## config.mk

```make
export PLATFORM = sky130hd
export DESIGN_NAME = dice_roll_reader
export DESIGN_NICKNAME = d
export VERILOG_FILES = /design/src/rtl/dice_roll_reader.sv
export SDC_FILE = /design/constraint.sdc
export NUM_CORES = 1
export LEC_CHECK = 0
export CORE_UTILIZATION = 48
export CTS_BUF_LIST = sky130_fd_sc_hd__clkbuf_8 sky130_fd_sc_hd__clkbuf_16
export DETAILED_ROUTE_END_ITERATION = 7
export GPL_ROUTABILITY_DRIVEN = 0
export PLACE_DENSITY = 0.78
export SLEW_MARGIN = 20
export SYNTH_ARGS = -nofsm -noshare
export SYNTH_HDL_FRONTEND = slang
export SYNTH_SLANG_ARGS = --single-unit
```

## constraint.sdc

```tcl
create_clock -name clk -period 1.7 [get_ports clk]
set_input_delay 0.34 -clock clk [delete_from_list [all_inputs] [get_ports clk]]
set_output_delay 0.34 -clock clk [all_outputs]
set_load 0.005 [all_outputs]
```

## src/rtl/dice_roll_reader.sv

```systemverilog
// Watches the dice button and face value, waits for the roll to settle, then
// presents the captured face on a valid/ready handshake with an LED decode and a roll tally.
module dice_roll_reader #(
  parameter int SETTLE_CYCLES = 4,
  parameter int CNT_W         = 8
) (
  input  logic             clk,
  input  logic             rst,
  input  logic             button,
  input  logic [2:0]       throw,
  input  logic             roll_ready,
  output logic             roll_valid,
  output logic [2:0]       roll_value,
  output logic             roll_err,
  output logic             rolling,
  output logic [6:0]       pips,
  output logic [CNT_W-1:0] roll_count
);

  localparam int CW = (SETTLE_CYCLES > 1) ? $clog2(SETTLE_CYCLES) : 1;
  localparam logic [CW-1:0] LOAD = CW'(SETTLE_CYCLES - 1);

  localparam logic [1:0] IDLE    = 2'd0;
  localparam logic [1:0] ROLLING = 2'd1;
  localparam logic [1:0] SETTLE  = 2'd2;
  localparam logic [1:0] PRESENT = 2'd3;

  logic [1:0]    state;
  logic [1:0]    sync_pipe;
  logic [CW-1:0] cnt;
  logic          btn_s;

  assign btn_s = sync_pipe[1];

  // Face layout, bit6..bit0 = BR BL MR ML TR TL centre.
  function automatic logic [6:0] decode(input logic [2:0] face);
    case (face)
      3'd1:    decode = 7'b0000001;
      3'd2:    decode = 7'b1000010;
      3'd3:    decode = 7'b1000011;
      3'd4:    decode = 7'b1100110;
      3'd5:    decode = 7'b1100111;
      3'd6:    decode = 7'b1111110;
      default: decode = 7'b0000000;
    endcase
  endfunction

  always_ff @(posedge clk or negedge rst) begin
    if (!rst) begin
      state      <= IDLE;
      sync_pipe  <= '0;
      cnt        <= '0;
      roll_valid <= 1'b0;
      roll_value <= '0;
      roll_err   <= 1'b0;
      rolling    <= 1'b0;
      pips       <= '0;
      roll_count <= '0;
    end else begin
      sync_pipe <= {sync_pipe[0], button};
      case (state)
        IDLE: begin
          if (btn_s) begin
            state   <= ROLLING;
            rolling <= 1'b1;
          end
        end
        ROLLING: begin
          if (!btn_s) begin
            state <= SETTLE;
            cnt   <= LOAD;
          end
        end
        SETTLE: begin
          if (btn_s) begin
            state <= ROLLING;
          end else if (cnt == '0) begin
            state      <= PRESENT;
            roll_value <= throw;
            roll_err   <= (throw == 3'd0) || (throw == 3'd7);
            roll_valid <= 1'b1;
            rolling    <= 1'b0;
            pips       <= decode(throw);
          end else begin
            cnt <= cnt - CW'(1);
          end
        end
        PRESENT: begin
          // Button activity is ignored until the consumer takes the roll.
          if (roll_ready) begin
            state      <= IDLE;
            roll_valid <= 1'b0;
            if (!roll_err && (roll_count != '1))
              roll_count <= roll_count + CNT_W'(1);
          end
        end
        default: state <= IDLE;
      endcase
    end
  end

endmodule
```

==> metrics, run 1 <==
status finished clean; R2R setup slack 160 ps; via/cell ratio 5.34; CTS tree yes; Die Height 50.9 µm; setup_tns 0 ps; Final Max Slew Viols 0; min-delay src sync_pipe[0]; Crit Path Max Fanout 2; first-pass GRT wire length 3.91 mm; # clock sinks 24; max_slew headroom 77.3%; switching share of power 30.3%; required time worst endpoint 1860 ps; port bufs 27; Final Hold Vio Count 0; main combinational cell family by area after synthesis simple AND/OR/NAND/NOR gates; area leader, netlist dfrtp_1; min-delay worst type reg -> reg; Core Rows 17; Syn Area/Cell 10.1 µm²; hold path depth 0; syn_nets 123; Synth Area in Compound Gates 10.7%; hpwl dp 1.68 mm; Power Internal 0.00145 W; total number of yosys warnings 0; Worst VDD drop 0.900 mV; net switching power 0.000632 W; share of power burned in registers 44.2%; RSZ-0062 raised after global routing no; ratio of cells with drive above 1 in the final layout 15.1%; Comb pwr share 37.4%; Residual DRC 0; clock buffer depth 2; synthesized area 0.00115 mm²; worst setup path class in -> reg; Ports 28; n_diodes 0; Post-Synth Adder-Cell Area 2.18%; Post-Layout Cell Count 174; Nets 156; Power Density 1370 mW/mm²; area of the multi-input gates 487 µm²; Max Clk Rate 606 MHz; Max Cap Violations 0; Clock Root Buffer clkbuf_8; Post-synth EDFFs 0; core area 0.00223 mm²; Detail Route Antenna Nets 0; Starting DRT DRC Count 10; Post-CTS Hold Buffers 0; Initial Util 51.4%; # setup viols final 0; Setup Fix Bufs, Post-CTS 0; Mapped Cells 114; CTS buffer count 3; Synth area leaders dfrtp_1 (52%), nand2_1 (6.2%), o21ai_0 (5.2%); H-Tree Depth 1; Setup Skew 3.79 ps; vias post-DR 930; die area 0.00259 mm²; post-synthesis mux area share 6.21%; Post-Synth Simple-Gate Area 20.6%; Synth cell types 32; Cell Area, Placed 0.00146 mm²; antenna violations before repair 0; fin crit share 97.1%; startpoint class of the critical path primary input; CP startpoint roll_ready; global route total overflow 0; Pre-antenna DRT Iters 4; sequential element share of the synthesized area 52.3%; min Tclk post-route 1650 ps; Yosys top cell area share 52.3%; R2R Path End roll_value[1]; Detailed Route WL 2.26 mm; GRT Total Usage 20.8%; fill cell count 179; CP Capture Type flip-flop; Clock power frac 18.4%; worst slew pin tran 337 ps; placed cells 170; async set-reset flop share out of synthesis 100%; leakage power total 0.691 nW; Clk Latency, worst-skew pair 270 ps; mean routed wirelength per cell 13.0 µm; Final Total Pwr 0.00208 W; Main synth FF type dfrtp_1; Critical R2R Launch cnt[0]; vias in the first global route 954; Arr. time, crit path 1810 ps; Synth Area in XOR/XNOR 2.29%; Synth Register Bits 24; Reg area 602 µm²; largest net degree at the start of global routing 25; Hold EP sync_pipe[1]; Area Growth Syn to Fin 32.7%; Final Cell Area 0.00152 mm²; Worst-path clk slew 80 ps; die width 50.9 µm; Worst R2R Path Depth 6
## stage by stage
step	hold slack, ps	worst slack (ps)	util [%]
2_1_floorplan	44.4	203	-
3_3_place_gp	337	-203	65.5
3_5_place_dp	344	-241	65.5
4_1_cts	364	46.3	68.0
5_1_grt	383	9.95	68.2
6_report	360	48.7	68.2
## flip-flops by register name (all words and copies together) (netlist names)
register and flops:
roll_err 1, rolling 1, roll_valid 1, roll_count 8
roll_value 3, state 2, cnt 2, sync_pipe 2
pips 4
## routing by layer
metal  GRT usage, %  vias to the layer above  part of all wire, %
li1               -                      452                    -
met1           22.0                      449                   42
met2           39.0                       24                   52
met3           3.27                        5                  3.8
met4           11.1                        0                  2.1
met5              0                        -                    0
## power by group through the flow
stage	Clock, W	Combinational (W)	Sequential [W]
floorplan	0	0.000388	0.000899
global placement	0	0.000756	0.000918
detailed placement	0	0.000786	0.000927
CTS	0.000402	0.000789	0.000918
global route	0.000416	0.000862	0.000952
finish	0.000384	0.000779	0.000920
## critical path, stage by stage
cell             delay (ps)
clkdlybuf4s50_1         530
nand4b_4                110
or3_4                   410
nor2_2                   90
mux2_1                  320
## cells in the final DEF, fill, tap and decap left out, types with 3 or more instances in the layout
cell,n
clkbuf_8,4
o21ai_0,12
a21oi_1,5
nor3_1,4
buf_4,7
clkdlybuf4s50_1,27
mux2_2,4
nand3_1,3
nand2_1,19
nor2_1,8
dfrtp_1,23
inv_1,6
## area by class of cell
class | instances | share of cell area [%]
sequential | 24 | 39.5
multi-input combinational | 78 | 31.9
timing repair buffer | 34 | 21.2
clock buffer | 4 | 3.61
tap | 28 | 2.30
inverter | 6 | 1.48
## worst max path at each step
stage,endpoint,slack (ps),cells past startpoint
finish,roll_count[7],50,5
global route,roll_count[7],10,5
CTS,roll_count[7],50,5
detailed placement,roll_count[7],-240,5
global placement,roll_count[7],-200,5
floorplan,roll_count[7],200,4
## Yosys cell counts (2+ instances only)
master   instances
xor2_1           2
dfrtp_1         24
inv_1            6
o21ai_0         12
ha_1             2
a21oi_1          5
nand2_1         19
o31ai_1          2
nand3_1          3
nor3_1           4
mux2_2           4
buf_4            3
nor2_1           8
buf_2            2
## repair_timing
action                                 in CTS  in global routing
gates resized for setup                     0                  2
setup endpoints to repair                   0                  5
endpoints found under the hold margin       0                  0
## cell families (layout without fill, tap and decap cells)
group           Yosys count  in the layout
buf+inv                  12             44
simple gates             45             45
compound gates           22             22
mux                       6              6
xor+xnor                  3              3
flops                    24             24
fa+ha+maj                 2              2
(Power assumes the default switching activity.)
==> run 2: changes to the inputs <==
--- a/config.mk
+++ b/config.mk
@@ -7,10 +7,11 @@
 export LEC_CHECK = 0
 export CORE_UTILIZATION = 48
 export CTS_BUF_LIST = sky130_fd_sc_hd__clkbuf_8 sky130_fd_sc_hd__clkbuf_16
+export CTS_CLUSTER_SIZE = 30
 export DETAILED_ROUTE_END_ITERATION = 7
 export GPL_ROUTABILITY_DRIVEN = 0
 export PLACE_DENSITY = 0.78
-export SLEW_MARGIN = 20
+export SLEW_MARGIN = 25
 export SYNTH_ARGS = -nofsm -noshare
 export SYNTH_HDL_FRONTEND = slang
 export SYNTH_SLANG_ARGS = --single-unit
==> results of run 2 <==
Same layout as run 1: the final DEF is identical, and so are final timing and power.
